===== src/rtl/noc_credit_tx.sv =====
// noc_credit_tx
// Credit-based flit transmitter placed in front of a router input port.
// Flits offered upstream are accepted whenever at least one downstream
// buffer slot is known to be free, and are forwarded one cycle later on a
// registered output stage. A small packet FSM locks the destination of the
// head flit so that body and tail flits always carry it.
//
// Ports
//   clk, rst_n          : clock, asynchronous active-low reset
//   in_valid / in_ready : upstream handshake (in_ready depends on credits only)
//   data_in, dest_in    : flit payload and destination (dest used on heads)
//   is_tail_in          : last flit of the packet
//   send_out            : registered flit valid toward the router
//   data_out, dest_out,
//   is_tail_out         : registered flit fields (hold when send_out=0)
//   credit_in           : one-cycle pulse, one downstream slot freed
//   credits             : current credit count
//   busy                : a packet is open (FSM in BODY)
//   credit_overflow     : sticky, a credit arrived while already full
//   pkt_count           : number of tail flits sent, modulo 2^16
module noc_credit_tx #(
    parameter int FLIT_WIDTH        = 32,
    parameter int DEST_WIDTH        = 1,
    parameter int FLIT_BUFFER_DEPTH = 4,
    localparam int CW               = $clog2(FLIT_BUFFER_DEPTH + 1)
) (
    input  logic                  clk,
    input  logic                  rst_n,
    input  logic                  in_valid,
    output logic                  in_ready,
    input  logic [FLIT_WIDTH-1:0] data_in,
    input  logic [DEST_WIDTH-1:0] dest_in,
    input  logic                  is_tail_in,
    output logic                  send_out,
    output logic [FLIT_WIDTH-1:0] data_out,
    output logic [DEST_WIDTH-1:0] dest_out,
    output logic                  is_tail_out,
    input  logic                  credit_in,
    output logic [CW-1:0]         credits,
    output logic                  busy,
    output logic                  credit_overflow,
    output logic [15:0]           pkt_count
);

    typedef enum logic {
        IDLE = 1'b0,
        BODY = 1'b1
    } state_t;

    localparam logic [CW-1:0] MAX_CREDITS = CW'(FLIT_BUFFER_DEPTH);

    state_t                state;
    logic [DEST_WIDTH-1:0] locked_dest;
    logic                  accept;

    // Ready is derived from registered credits only, so there is no
    // combinational path from in_valid or credit_in back to in_ready.
    assign in_ready = (credits != '0);
    assign accept   = in_valid && in_ready;
    assign busy     = (state == BODY);

    always_ff @(posedge clk or negedge rst_n) begin
        if (!rst_n) begin
            state           <= IDLE;
            locked_dest     <= '0;
            credits         <= MAX_CREDITS;
            send_out        <= 1'b0;
            data_out        <= '0;
            dest_out        <= '0;
            is_tail_out     <= 1'b0;
            credit_overflow <= 1'b0;
            pkt_count       <= '0;
        end else begin
            send_out <= accept;

            if (accept) begin
                data_out    <= data_in;
                is_tail_out <= is_tail_in;
                // A flit accepted in IDLE is a head (possibly also a tail):
                // its destination is captured and forwarded directly.
                if (state == IDLE) begin
                    locked_dest <= dest_in;
                    dest_out    <= dest_in;
                    if (!is_tail_in) begin
                        state <= BODY;
                    end
                end else begin
                    dest_out <= locked_dest;
                    if (is_tail_in) begin
                        state <= IDLE;
                    end
                end
                if (is_tail_in) begin
                    pkt_count <= pkt_count + 16'd1;
                end
            end

            // A simultaneous accept and returned credit cancel out.
            // A credit arriving at full count is a protocol error: the
            // count saturates and the sticky flag records it.
            case ({accept, credit_in})
                2'b10: credits <= credits - CW'(1);
                2'b01: begin
                    if (credits == MAX_CREDITS) begin
                        credit_overflow <= 1'b1;
                    end else begin
                        credits <= credits + CW'(1);
                    end
                end
                default: ;
            endcase
        end
    end

endmodule


===== config.mk =====
export PLATFORM = sky130hd
export DESIGN_NAME = noc_credit_tx
export DESIGN_NICKNAME = d
export VERILOG_FILES = /design/src/rtl/noc_credit_tx.sv
export SDC_FILE = /design/constraint.sdc
export NUM_CORES = 1
export LEC_CHECK = 0
export BUFFER_PORTS_ARGS = -buffer_cell sky130_fd_sc_hd__clkbuf_2
export CAP_MARGIN = 20
export CORE_AREA = 2 2 73 75
export DETAILED_ROUTE_END_ITERATION = 6
export DIE_AREA = 0 0 75 77
export PLACE_DENSITY = 0.83
export SETUP_SLACK_MARGIN = 0.5
export SLEW_MARGIN = 20
export SYNTH_ARGS = -nofsm -noshare
export SYNTH_HDL_FRONTEND = slang
export SYNTH_SLANG_ARGS = --single-unit

===== constraint.sdc =====
create_clock -name clk -period 5.53 [get_ports clk]
set_clock_uncertainty 0.05 [all_clocks]
set_input_delay 0.553 -clock clk [delete_from_list [all_inputs] [get_ports clk]]
set_output_delay 0.553 -clock clk [all_outputs]
set_load 0.05 [all_outputs]

Yosys cells after proc, flatten, opt, wreduce, memory -nomap -nowiden
Index checks and enable logic that the tools add are counted.
{"block": "word_totals", "elab_cells": 27, "ff_bits": 56, "in_bits": 38, "out_inout_bits": 57}
{"block": "op_classes", "n_reduce_logical": 7, "bitwise_logic": 1, "n_mux": 4, "n_eq_ne": 4, "add_sub_neg": 3}
{"op": "16-bit by 1-bit adder with 16-bit output, second input constant", "n": 1}
{"op": "2-bit AND reduction", "n": 4}
{"op": "3-bit one-hot mux with 2 select lines", "n": 1}
{"op": "3-bit by 1-bit adder with 3-bit output, second input constant", "n": 1}
{"op": "3-bit equality test, second input constant", "n": 1}
{"op": "3-bit 2-to-1 mux", "n": 1}
{"op": "3-bit nonzero test", "n": 1}
{"op": "3-bit by 1-bit subtractor with 3-bit output, second input constant", "n": 1}
{"op": "2-bit by 1-bit equality test with 1-bit output, second input constant", "n": 1}
{"op": "2-bit equality test, second input constant", "n": 1}
{"op": "1-bit 2-to-1 mux", "n": 2}
{"op": "2-bit inequality test, second input constant", "n": 1}
{"op": "2-bit nonzero test", "n": 1}
{"op": "1-bit logical AND", "n": 1}
{"op": "1-bit NOT", "n": 1}

Longest topological paths before layout
Gate-level depths: netlist of run 1.
{"block": "logic_depth", "word_depth": 5, "ltp_mapped": 9, "mapped_depth_nobuf": 7}

Least setup slack after synthesis of run 1
OpenSTA, ideal clock, no wires.
{"block": "synth_path", "kind": "register to register", "startpoint": "register credits[0]", "endpoint": "register credits[2]", "setup_slack_ns": 2.783, "setup_ns": 0.081, "t_required_ns": 5.399, "synth_period_minus_slack_ns": 2.747, "n_path_buf": 2, "arrival_ns": 2.615, "stages_incl_launch_ff": 9, "cell_sequence": "dfrtp_1 > buf_2 > or3_4 > nand2_4 > buf_2 > nand2_1 > fa_1 > o32a_1 > o211ai_1"}
{"block": "synth_between", "elab_chain_cells": 5, "elab_cells_between_ends": 12, "classes_between": "2 x add/sub; 4 x eq/ne; 2 x mux; 4 x reduce/logical"}
{"item": "start, declared", "line_no": "39", "source": "output logic [CW-1:0] credits,"}
{"item": "start signal, assigned", "line_no": "102", "source": "2'b10: credits <= credits - CW'(1);"}
{"item": "start signal, assigned", "line_no": "107", "source": "credits <= credits + CW'(1);"}
{"item": "3-bit nonzero test (*)", "line_no": "58", "source": "assign in_ready = (credits != '0);"}
{"item": "net in_ready", "line_no": "30", "source": "output logic in_ready,"}
{"item": "1-bit logical AND (*)", "line_no": "59", "source": "assign accept = in_valid && in_ready;"}
{"item": "2-bit by 1-bit equality test with 1-bit output or 2-bit equality test (tied branches)", "line_no": "101", "source": "case ({accept, credit_in})"}
{"item": "2-bit inequality test (no source line) or 2-bit nonzero test (tied branches)"}
{"item": "2-bit AND reduction (no source line)"}
The timed path passes the listed nets; every way through them passes the cells marked *. The select of a mux whose other input is x is not followed.
A chain may end at the register's enable or synchronous reset.

Worst setup path in the final report of run 1
{"block": "layout_path", "startpoint": "register credits[0]", "endpoint": "register credits[2]"}
{"block": "layout_between", "elab_chain_cells": 5, "elab_cells_between_ends": 12, "classes_between": "2 x add/sub; 4 x eq/ne; 2 x mux; 4 x reduce/logical"}
{"item": "parallel branches: the longest is 5 deep, another holds 3-bit by 1-bit adder with 3-bit output"}
Several ways; the timed one is not identified. The select of a mux whose other input is x is not followed.

==> results of run 1 <==
[cells in the mapped netlist (all sizes together)]
library cell  instances
a31oi                 1
ha                    1
a21o                  1
nand2               107
and3                  4
a22o                  1
nor2b                 1
clkbuf                1
a2bb2oi               2
nand4                 4
fa                    1
buf                  10
dfstp                 1
nor3                  1
nor2                 14
or3                   1
o221ai                1
o21ai                 3
dfrtp                55
a41o                  1
o311a                 1
nand3                 6
mux2                  2
and4                  1
xor2                  7
xnor2                 8
inv                   5
o211ai                2
nand2b                1
o32a                  1
[cell families (layout without fill, tap and decap cells)]
group,Yosys count,count (layout),synth area share [%]
adder cells (fa/ha/maj),2,2,1.36
AND/OR/NAND/NOR,140,140,25.2
flip-flops,56,56,58.8
XOR/XNOR,15,15,5.51
buffers and inverters,16,108,3.62
AO/OA/AOI/OAI,14,14,4.56
multiplexers,2,2,0.944
[critical path: cells and delay by family, from the launching register on]
family / cells / cell delay [ns]
flops: 1 / 0.51
compound gates: 2 / 0.54
simple gates: 3 / 0.88
fa+ha+maj: 1 / 0.44
[metrics by stage]
| stage | instances | setup WS [ns] | total power, uW | area, sq um | hold WS, ns |
|---|---|---|---|---|---|
| after global placement | 399 | 3.13 | 1400 | 2890 | 0.405 |
| after floorplan | 245 | 2.78 | 1230 | 2380 | 0.207 |
| after global routing | 407 | 2.87 | 1710 | 2970 | 0.265 |
| final | 407 | 3.05 | 1620 | 2970 | 0.218 |
| after CTS | 407 | 3.02 | 1640 | 2970 | 0.227 |
| after detailed placement | 399 | 3.04 | 1420 | 2890 | 0.407 |
[state kept, by name (all words and copies together) (netlist names)]
| register | cells |
|---|---|
| locked_dest | 1 |
| busy | 1 |
| credits | 3 |
| credit_overflow | 1 |
| pkt_count | 16 |
| is_tail_out | 1 |
| send_out | 1 |
| data_out | 32 |
[area by class of cell]
type	count	area, sq um	area share, %
flip-flops and latches	56	1400	47.2
clock buffers	7	76.3	2.57
clock inverters	1	8.76	0.295
multi-input cells	173	896	30.2
well taps	70	87.6	2.95
repair buffers	95	478	16.1
inverters	5	21.3	0.716
[where the power goes]
group / internal, uW / switching, uW
clock: 90.8 / 125
sequential: 525 / 95.0
combinational: 180 / 602
[per-layer routing]
| layer | wire, microns | global-route usage (%) |
|---|---|---|
| met1 | 2200 | 22.3 |
| met2 | 2470 | 31.0 |
| met3 | 372 | 5.12 |
| met4 | 53 | 5.89 |
| met5 | 0 | 0 |
[path summary, 6_finish.rpt]
check                                             from                           to  slack (ns)  cells after the start
setup / recovery                credits[0]$_DFFE_PN0P_       credits[2]$_DFFE_PN1P_        3.05                      6
hold / removal                                   rst_n    pkt_count[13]$_DFFE_PN0P_        0.22                      1
setup reg to reg                credits[0]$_DFFE_PN0P_       credits[2]$_DFFE_PN1P_        3.05                      6
hold reg to reg            credit_overflow$_DFFE_PN0P_  credit_overflow$_DFFE_PN0P_        0.42                      1
max in group asynchronous                        rst_n       credits[2]$_DFFE_PN1P_        4.32                      2
min in group clk                           data_in[14]     data_out[14]$_DFFE_PN0N_        0.38                      3
==> summary.log, run 1 <==
[run_status] outcome completed
[drt] number of optimization iterations in the first detailed-route pass 4
[yosys] synthesized area per cell 9.73 sq um
[global_route] total overflow reported by the global router 0
[sta] Fmax 0.403 GHz
[sta] final hold viol count 0
[critical_path] kind of launch point of the worst setup path register
[placed_design] number of I/O port buffers 94
[global_route] number of antenna violations at the first check in global routing 0
[drt] DRC violations left 0
[final_layout] area growth from synthesis to layout 24.6%
[final_layout] final antenna diode count 0
[clock_network] Root Buffer clkbuf_8
[clock_network] worst skew pair latency 0.30 ns
[clock_network] number of instances resized during post-cts repair 0
[critical_path] critical path class register to register
[yosys] cells taking the most area after synthesis dfrtp_1 58%, nand2_1 17%, xnor2_1 2.9%, xor2_1 2.6%, nor2_1 2.2%
[clock_network] Reg clk slew, reported paths 0.10 ns
[floorplanning] width of the die 75 microns
[yosys] total nets after synthesis 285
[global_route] largest net degree at the start of global routing 38
[sta] RSZ-0062 raised after global routing false
[critical_path] Worst Path Required 5.70 ns
[sta] Sum Neg Setup Slack 0 ns
[critical_path] critical path peak fanout 36
[clock_network] TritonCTS clock tree built
[yosys] Yosys top cell by area dfrtp_1
[pwr] leakage power 0.00167 uW
[critical_path] critical path capture point type register
[clock_network] H-tree lvl count 2
[yosys] Syn. warnings 0
[pwr] total power per unit cell area 545 nW/um^2
[global_route] first-pass GRT wire length 8240 microns
[floorplanning] starting density of the core 47.9%
[critical_path] slowest library cell on the worst path dfrtp_1
[placed_design] GP Congestion 0.811
[global_route] number of global-route vias before repair 1897
[drt] detailed-route vias per instance 4.76
[sta] final critical delay including setup and external delays 2.48 ns
[critical_path] data arrival time of the critical path 2.65 ns
[clock_network] post-CTS setup buffers 0
[yosys] sequential area share after synthesis 58.8%
[yosys] number of synthesized register bits 56
[drt] routed via count 1938
[clock_network] CTS max path bufs 2
[final_layout] leading cell type in the layout, fill and taps excluded nand2_1
[clock_network] number of clock sinks seen by CTS 56
[critical_path] chain of cells forming the critical path or3_4 -> nand2_4 -> nand2_1 -> fa_1 -> o32a_1 -> o211ai_1
[yosys] area share of the largest cell type after synthesis 57.7%
[clock_network] hold buffers post-CTS 0
[floorplanning] die footprint 5780 sq um
[flow_run] number of maximum-capacitance constraint violations 0
[floorplanning] number of top-level pins 95
[drt] DRT antenna net count 0
[drt] final WL 5090 microns
[final_layout] fill cell total of the finished layout 474
[final_layout] Total Nets Final 376
[drt] routed wirelength normalized by instance count 12.5 microns
[pwr] Max VDD drop 358 uV
[sta] tightest slew margin relative to the limit 55.1%
[clock_network] number of buffers added by the clock tree synthesis step 5
[yosys] distinct cell type count of the synthesized netlist 37
[placed_design] post-detail-place hpwl 3730 microns
[sta] transition time at the pin with the least slew margin 0.674 ns
[worst_hold_path] type of the tightest min-delay check input port to async pin
[yosys] Mapped Cells 245
[floorplanning] die height 77 microns
[drt] violation count after the first detailed-route iteration 53
[floorplanning] Placement Rows 26
[final_layout] fraction of final layout cells with drive strength greater than 1 32.0%
[final_layout] share of the core filled with cells 59.7%
[yosys] combined area of all synthesized cells 2380 sq um
[sta] count of final setup violators 0
[sta] final clock period utilization by the worst path 44.9%
[sta] Final Max Tran Viols 0
[final_layout] commonest cells after routing, fill and taps aside 106 x nand2_1, 94 x clkbuf_2, 55 x dfrtp_1
[floorplanning] core region area 4980 sq um
[global_route] aggregate global-route resource usage 18.4%
[critical_path] worst stage delay on the critical path 0.51 ns
No activity file was read; power rests on OpenSTA's default activity.
==> run 2: changes to the inputs <==
Settings changed: ABC_AREA from default to 1, CORE_AREA 2 2 73 75 to 2 2 77 79, DIE_AREA 0 0 75 77 to 0 0 79 81, PLACE_DENSITY 0.83 to 0.78.
Clock period 5.53 ns to 2.2 ns, I/O delays scaled along.
==> run 2 against run 1 <==
  * Sequential share of layout area shrank 1.6 points
  * Combinational power grew to 3.1 times the previous value
  * Worst hold slack lost 0.15 ns
  * Register-to-register slack lost 2.6 ns
  * Synthesized cell count grew 4.1%
  * Final cell count grew 6.4%
  * Global-route usage shrank 1.6 points
  * Via count grew 3.0%
  * Highest routed layer unchanged
==> summary.log, run 2 <==
[run_status] outcome completed [unchanged]
[drt] DRC violations left 0 [unchanged]
[sta] count of final setup violators 0 [unchanged]
[clock_network] worst skew pair latency 0.30 ns [about the same]
[drt] routed wirelength normalized by instance count 11.9 microns [was 12.5 microns]
[global_route] total overflow reported by the global router 0 [unchanged]
[yosys] fraction of synthesized area in multiplexers 0% [was 0.944%]
[pwr] leakage power 0.00177 uW [was 0.00167 uW]
[pwr] total power per unit cell area 1520 nW/um^2 [was 545 nW/um^2]
[drt] number of optimization iterations in the first detailed-route pass 4 [unchanged]
[sta] Fmax 0.579 GHz [was 0.403 GHz]
[critical_path] critical path class register to register [unchanged]
[yosys] basic-gate share of the synthesized area counting and, or, nand and nor cells 28.3% [was 25.2%]
[critical_path] R2R setup slack 0.47 ns [was 3.05 ns]
[sta] slack of the critical path 0.474 ns [was 3.05 ns]
[final_layout] area growth from synthesis to layout 31.3% [was 24.6%]
[yosys] share of synthesized flip-flops with an asynchronous set or reset 100% [unchanged]
[worst_hold_path] hold wc startpoint data_in[28]
[sta] RSZ-0062 raised after global routing true [was false]
[floorplanning] starting density of the core 41.4% [was 47.9%]
[sta] final hold viol count 0 [unchanged]
[critical_path] R2R depth 9 [was 6]
[final_layout] share of the core filled with cells 54.4% [was 59.7%]
[final_layout] biggest regs data_out x32, pkt_count x16, credits x3 [unchanged]
[drt] DRT antenna net count 0 [unchanged]
[sta] final clock period utilization by the worst path 78.5% [was 44.9%]
[global_route] number of antenna violations at the first check in global routing 0 [unchanged]
[floorplanning] number of top-level pins 95 [unchanged]
[final_layout] fill cell total of the finished layout 546 [was 474]
[pwr] Switch Pwr 2420 uW [was 822 uW]
[yosys] distinct cell type count of the synthesized netlist 25 [was 37]
[sta] final critical delay including setup and external delays 1.73 ns [was 2.48 ns]
[yosys] area share of the largest cell type after synthesis 58.5% [was 57.7%]
[critical_path] kind of launch point of the worst setup path register [unchanged]
[flow_run] number of maximum-capacitance constraint violations 0 [unchanged]
[critical_path] critical path peak fanout 5 [was 36]
[critical_path] chain of cells forming the critical path nor2_4 -> nand2_8 -> nand2_8 -> nand2_4 -> fa_2 -> nand3b_1 -> nand3_1 -> nand2_1 -> nand2_1 [was or3_4 -> nand2_4 -> nand2_1 -> fa_1 -> o32a_1 -> o211ai_1]
[drt] final WL 5170 microns [was 5090 microns]
[yosys] synthesized area per cell 9.22 sq um [was 9.73 sq um]
[critical_path] slowest library cell on the worst path dfrtp_2 [was dfrtp_1]
[yosys] Syn. warnings 0 [unchanged]
[yosys] library cell with the highest instance count after synthesis nand2_1 [unchanged]
[placed_design] number of I/O port buffers 94 [unchanged]
[yosys] Mapped Cells 255 [was 245]
[global_route] largest net degree at the start of global routing 36 [was 38]
[global_route] first-pass GRT wire length 8440 microns [was 8240 microns]
[final_layout] final antenna diode count 0 [unchanged]
[worst_hold_path] hold endpoint data_out[28]$_DFFE_PN0N_
[final_layout] number of standard cells in the final layout excluding fillers 433 [was 407]
[sta] hold_ws 0.0654 ns [was 0.218 ns]
[critical_path] Worst Path Required 2.39 ns [was 5.70 ns]
[yosys] arithmetic-cell share of the synthesized area counting full adders, half adders and majority gates 1.38% [was 1.36%]
[global_route] aggregate global-route resource usage 16.8% [was 18.4%]
[yosys] Yosys top cell by area dfrtp_1 [unchanged]
[pwr] share of total power in the clock network 13.6% [was 13.3%]
[yosys] xor and xnor area share after synthesis 5.22% [was 5.51%]
[yosys] combined area of all synthesized cells 2350 sq um [was 2380 sq um]
[pwr] register share of total power 34.5% [was 38.3%]
[yosys] sequential area share after synthesis 59.7% [was 58.8%]
[pwr] switching share of power 51.6% [was 50.8%]
[clock_network] Reg clk slew, reported paths 0.09 ns [was 0.10 ns]
[clock_network] TritonCTS clock tree built [unchanged]
[drt] violation count after the first detailed-route iteration 66 [was 53]
[placed_design] total instance count after detailed placement 419 [was 399]
[floorplanning] die footprint 6400 sq um [was 5780 sq um]
[yosys] complex-gate fraction of the synthesized area 0.958% [was 4.56%]
[pwr] relative contribution of combinational cells to total power 51.9% [was 48.4%]
[yosys] Post-synth EDFFs 0 [unchanged]
[clock_network] H-tree lvl count 2 [unchanged]
[final_layout] Total Nets Final 397 [was 376]
[global_route] number of global-route vias before repair 1940 [was 1897]
[sta] tightest slew margin relative to the limit 61.0% [was 55.1%]
[critical_path] source of the worst register-to-register timing path credits[1]$_DFFE_PN0P_ [was credits[0]$_DFFE_PN0P_]
[yosys] total nets after synthesis 295 [was 285]
[placed_design] post-detail-place hpwl 3720 microns [was 3730 microns]
[final_layout] number of flip-flops under the largest register name 32 [unchanged]
[critical_path] Crit Reg-Reg Endpoint credits[2]$_DFFE_PN1P_ [unchanged]
[drt] routed via count 1997 [was 1938]
[floorplanning] die height 81 microns [was 77 microns]
[clock_network] number of clock sinks seen by CTS 56 [unchanged]
[yosys] Synth Flop Type dfrtp_1 [unchanged]
[floorplanning] width of the die 79 microns [was 75 microns]
[drt] detailed-route vias per instance 4.61 [was 4.76]
[yosys] main combinational cell family by area after synthesis simple AND/OR/NAND/NOR gates [unchanged]
[clock_network] Root Buffer clkbuf_8 [unchanged]
[final_layout] fraction of final layout cells with drive strength greater than 1 34.1% [was 32.0%]
[yosys] cells taking the most area after synthesis dfrtp_1 59%, nand2_1 20%, xor2_1 3.0%, xnor2_1 2.2%, nand3_1 2.1% [was dfrtp_1 58%, nand2_1 17%, xnor2_1 2.9%, xor2_1 2.6%, nor2_1 2.2%]
[sta] transition time at the pin with the least slew margin 0.585 ns [was 0.674 ns]
[critical_path] worst stage delay on the critical path 0.44 ns [was 0.51 ns]
[worst_hold_path] count of cells along the worst hold path 3
[yosys] number of synthesized register bits 56 [unchanged]
[sta] Final Max Tran Viols 0 [unchanged]
[floorplanning] Placement Rows 28 [was 26]
[final_layout] Reg with most FFs data_out [unchanged]
[critical_path] critical path capture point type register [unchanged]
[pwr] Int Pwr 2270 uW [was 796 uW]
[placed_design] GP Congestion 0.782 [was 0.811]
[pwr] Max VDD drop 836 uV [was 358 uV]
[worst_hold_path] type of the tightest min-delay check input port to register [was input port to async pin]
[clock_network] number of buffers added by the clock tree synthesis step 5 [unchanged]
[final_layout] leading cell type in the layout, fill and taps excluded nand2_1 [unchanged]
[yosys] cell types with the highest counts after synthesis 126 x nand2_1, 55 x dfrtp_1, 13 x inv_1 [was 106 x nand2_1, 55 x dfrtp_1, 14 x nor2_1]
[critical_path] data arrival time of the critical path 1.92 ns [was 2.65 ns]
[final_layout] commonest cells after routing, fill and taps aside 126 x nand2_1, 94 x clkbuf_2, 53 x dfrtp_1 [was 106 x nand2_1, 94 x clkbuf_2, 55 x dfrtp_1]
[sta] Sum Neg Setup Slack 0 ns [unchanged]
[placed_design] worst setup slack after placement 0.289 ns [was 3.04 ns]
[floorplanning] core region area 5680 sq um [was 4980 sq um]
[clock_network] CTS max path bufs 2 [unchanged]
==> run 2: how the worst max path moves through the flow <==
stage / start / endpoint / slack (ns)
after floorplan: credits[1]$_DFFE_PN0P_ / credits[2]$_DFFE_PN1P_ / 0.27
after global placement: credits[1]$_DFFE_PN0P_ / credits[2]$_DFFE_PN1P_ / 0.37
after detailed placement: credits[1]$_DFFE_PN0P_ / credits[2]$_DFFE_PN1P_ / 0.29
after CTS: credits[0]$_DFFE_PN0P_ / credits[2]$_DFFE_PN1P_ / 0.48
after global routing: credits[1]$_DFFE_PN0P_ / credits[2]$_DFFE_PN1P_ / 0.39
final: credits[1]$_DFFE_PN0P_ / credits[2]$_DFFE_PN1P_ / 0.47
==> run 2: routing by layer <==
metal | part of all wire [%] | wire length (microns) | GRT usage [%] | vias to the layer above
met1 | 44 | 2280 | 20.2 | 952
li1 | - | - | - | 982
met4 | 0.37 | 19 | 3.97 | 0
met3 | 5.4 | 278 | 4.11 | 4
met2 | 50 | 2590 | 30.4 | 59
met5 | 0 | 0 | 0 | -
==> run 2: kinds of logic after synthesis <==
logic type | Yosys count
AO/OA/AOI/OAI | 4
buffers and inverters | 22
flip-flops | 56
adder cells (fa/ha/maj) | 2
AND/OR/NAND/NOR | 157
XOR/XNOR | 14
==> run 2: cell type report <==
type                    count  area (sq um)  area share, %
flip-flops and latches     56          1410           45.6
multi-input cells         178           880           28.5
inverters                  15          58.8           1.91
well taps                  75          93.8           3.04
clock inverters             2          35.0           1.13
clock buffers               6          72.6           2.35
repair buffers            101           538           17.4
==> run 2: power groups by stage <==
stage | combinational [uW] | clock [uW] | sequential [uW]
finish | 2440 | 637 | 1620
global route | 2620 | 708 | 1660
CTS | 2460 | 666 | 1610
detailed placement | 2360 | 0 | 1650
global placement | 2330 | 0 | 1640
floorplan | 629 | 0 | 2820
==> run 2: critical path: cells and delay by family, from the launching register on <==
family,cells,cell delay (ns)
adders and majority gates,1,0.35
DFF,1,0.44
and+or+nand+nor,8,0.82
==> run 2: through the flow <==
| stage | power (uW) | instance area, sq um |
|---|---|---|
| floorplan | 3450 | 2380 |
| global placement | 3970 | 2920 |
| detailed placement | 4010 | 2920 |
| CTS | 4740 | 3090 |
| global route | 4990 | 3090 |
| finish | 4690 | 3090 |
==> run 2: timing repair <==
| action | CTS | global route |
|---|---|---|
| setup endpoints to repair | 35 | 3 |
| hold buffers | 1 | 0 |
| pin swaps | 3 | 2 |
| cloned | 1 | 0 |
| setup buffers | 4 | 0 |
| endpoints found under the hold margin | 20 | 0 |
| gates resized for setup | 1 | 0 |
==> run 3: changes to the inputs <==
Settings changed: ABC_AREA 1 to 0, CORE_AREA 2 2 77 79 to 2 2 74 76, DIE_AREA 0 0 79 81 to 0 0 76 78, PLACE_DENSITY 0.78 to 0.81.
Clock period 2.2 ns to 1.65 ns, I/O delays scaled along.
==> run 3 against run 2 <==
  * The flow now finishes with violations (setup timing)
  * Global-route usage increased by 9.9 points
  * Sequential share of layout area decreased by 14 points
  * Worst hold slack got worse by 0.060 ns
  * Clock power increased by 27%
  * Final cell count increased by 7.6%
  * First-iteration DRC count increased by 130%
  * Flip-flop and latch count unchanged
  * Critical path type unchanged
  * Critical endpoint is now credits[1]$_DFFE_PN0P_
  * Largest power group unchanged
==> summary.log, run 3 (synthesized netlist as in run 1, its figures left out) <==
[sta] transition time at the pin with the least slew margin 0.565 ns [was 0.585 ns]
[final_layout] fraction of final layout cells with drive strength greater than 1 59.8% [was 34.1%]
[final_layout] Reg with most FFs data_out [unchanged]
[drt] DRT antenna net count 0 [unchanged]
[drt] detailed-route vias per instance 5.39 [was 4.61]
[sta] final clock period utilization by the worst path 123% [was 78.5%]
[pwr] total power per unit cell area 1720 nW/um^2 [was 1520 nW/um^2]
[final_layout] fill cell total of the finished layout 233 [was 546]
[final_layout] area growth from synthesis to layout 85.5% [was 31.3%]
[global_route] total overflow reported by the global router 0 [unchanged]
[critical_path] critical path class register to register [unchanged]
[sta] Sum Neg Setup Slack -12.88 ns [was 0 ns]
[sta] slack of the critical path -0.388 ns [was 0.474 ns]
[global_route] first-pass GRT wire length 12300 microns [was 8440 microns]
[run_status] violations in the final reports setup timing
[final_layout] number of standard cells in the final layout excluding fillers 466 [was 433]
[floorplanning] die footprint 5930 sq um [was 6400 sq um]
[critical_path] Worst Path Required 1.82 ns [was 2.39 ns]
[flow_run] number of maximum-capacitance constraint violations 0 [unchanged]
[pwr] share of total power in the clock network 10.6% [was 13.6%]
[clock_network] CTS max path bufs 2 [unchanged]
[sta] final hold viol count 0 [unchanged]
[global_route] largest net degree at the start of global routing 39 [was 36]
[clock_network] TritonCTS clock tree built [unchanged]
[drt] number of optimization iterations in the first detailed-route pass 4 [unchanged]
[final_layout] sequential cell area 1420 sq um [was 1410 sq um]
[floorplanning] number of top-level pins 95 [unchanged]
[pwr] Max VDD drop 1830 uV [was 836 uV]
[placed_design] post-detail-place hpwl 3850 microns [was 3720 microns]
[floorplanning] core region area 5040 sq um [was 5680 sq um]
[final_layout] Total Nets Final 436 [was 397]
[pwr] register share of total power 28.0% [was 34.5%]
[drt] violation count after the first detailed-route iteration 154 [was 66]
[placed_design] GP Congestion 0.797 [was 0.782]
[pwr] leakage power 0.00228 uW [was 0.00177 uW]
[floorplanning] Placement Rows 26 [was 28]
[drt] DRC violations left 0 [unchanged]
[sta] count of final setup violators 56 [was 0]
[clock_network] worst skew pair latency 0.31 ns [was 0.30 ns]
[final_layout] leading cell type in the layout, fill and taps excluded nand2_1 [unchanged]
[sta] Final Max Tran Viols 0 [unchanged]
[pwr] Int Pwr 4120 uW [was 2270 uW]
[sta] Fmax 0.491 GHz [was 0.579 GHz]
[drt] routed via count 2511 [was 1997]
[final_layout] number of flip-flops under the largest register name 32 [unchanged]
[critical_path] data arrival time of the critical path 2.20 ns [was 1.92 ns]
[final_layout] commonest cells after routing, fill and taps aside 67 x nand2_1, 44 x dfrtp_1, 41 x buf_4 [was 126 x nand2_1, 94 x clkbuf_2, 53 x dfrtp_1]
[pwr] switching share of power 45.9% [was 51.6%]
[final_layout] biggest regs data_out x32, pkt_count x16, credits x3 [unchanged]
[sta] tightest slew margin relative to the limit 62.3% [was 61.0%]
[drt] final WL 9470 microns [was 5170 microns]
[final_layout] final antenna diode count 0 [unchanged]
[clock_network] number of buffers added by the clock tree synthesis step 5 [unchanged]
[critical_path] kind of launch point of the worst setup path register [unchanged]
[global_route] aggregate global-route resource usage 26.7% [was 16.8%]
[global_route] number of antenna violations at the first check in global routing 0 [unchanged]
[final_layout] area occupied by multi-input gates 1200 sq um [was 880 sq um]
[critical_path] critical path capture point type register [unchanged]
[sta] final critical delay including setup and external delays 2.04 ns [was 1.73 ns]
[placed_design] number of I/O port buffers 94 [unchanged]
[pwr] relative contribution of combinational cells to total power 61.4% [was 51.9%]
[clock_network] Root Buffer clkbuf_8 [unchanged]
[clock_network] Reg clk slew, reported paths 0.10 ns [was 0.09 ns]
[critical_path] critical path peak fanout 3 [was 5]
[sta] RSZ-0062 raised after global routing true [unchanged]
[floorplanning] starting density of the core 47.3% [was 41.4%]
[run_status] outcome complete, but fails checks [was completed]
[clock_network] number of clock sinks seen by CTS 56 [unchanged]
[floorplanning] die height 78 microns [was 81 microns]
[pwr] Switch Pwr 3500 uW [was 2420 uW]
[floorplanning] width of the die 76 microns [was 79 microns]
[worst_hold_path] type of the tightest min-delay check input port to register [unchanged]
[placed_design] total instance count after detailed placement 411 [was 419]
[drt] routed wirelength normalized by instance count 20.3 microns [was 11.9 microns]
[clock_network] H-tree lvl count 2 [unchanged]
[global_route] number of global-route vias before repair 2423 [was 1940]
## run 3: layout make-up
cell class / count / area share [%]
Multi-Input combinational cell: 173 / 27.0
Clock buffer: 7 / 2.18
Sequential cell: 56 / 32.0
Timing Repair inverter: 1 / 0.255
Inverter: 5 / 0.792
Tap cell: 70 / 1.98
Timing Repair Buffer: 154 / 35.7
## run 3: stage by stage
step	hold WS (ns)	area [sq um]	total power (uW)	setup WS (ns)	utilization [%]
CTS	0.00124	4040	6900	-0.244	80.1
finish	0.00492	4420	7620	-0.388	87.7
floorplan	-0.181	2490	4230	-0.825	-
global route	-0.000534	4420	7870	-0.397	87.7
detailed placement	0.109	3070	4930	-0.291	60.9
global placement	0.109	3070	4850	-0.254	60.9
## run 3: worst paths after layout
kind                                           from                  endpoint  slack (ns)  cells past startpoint
min in group asynchronous                     rst_n   locked_dest$_DFFE_PN0P_        0.32                      2
max reg2reg                  credits[0]$_DFFE_PN0P_    credits[1]$_DFFE_PN0P_       -0.39                      7
max in group asynchronous                     rst_n  data_out[18]$_DFFE_PN0N_        0.63                      3
max                          credits[0]$_DFFE_PN0P_    credits[1]$_DFFE_PN0P_       -0.39                      7
min reg2reg                data_out[24]$_DFFE_PN0N_  data_out[24]$_DFFE_PN0N_        0.43                      2
min                                     data_in[24]  data_out[24]$_DFFE_PN0N_       0.005                      3
## run 3: layer usage
metal  vias to the layer above  GRT usage (%)  share of wire, %
met1                      1222           31.2                35
met2                       154           48.3                53
met5                         -              0                 0
li1                       1089              -                 -
met4                         0           9.64               4.7
met3                        46           5.93               6.7
## run 3: repair_timing
| action | CTS | global route |
|---|---|---|
| resized for setup | 120 | 122 |
| setup buffers | 21 | 14 |
| gates cloned | 9 | 0 |
| endpoints found under the setup margin | 97 | 102 |
| hold endpoints to repair | 19 | 1 |
| hold buffers | 3 | 1 |
| pin swaps | 19 | 15 |
## run 3: power by group through the flow
stage / Sequential (uW) / Clock (uW) / Combinational (uW)
finish: 2140 / 810 / 4680
detailed placement: 2040 / 0 / 2900
global placement: 2030 / 0 / 2820
floorplan: 3380 / 0 / 851
CTS: 2040 / 791 / 4070
global route: 2170 / 869 / 4830
## run 3: worst max-delay path, cell delays in order, from the launching register on
cell	delay [ns]
dfrtp_2	0.43
or3_4	0.41
nand2_8	0.08
nand2_4	0.05
fa_2	0.56
a22o_1	0.15
nand2_1	0.08
o211ai_1	0.13
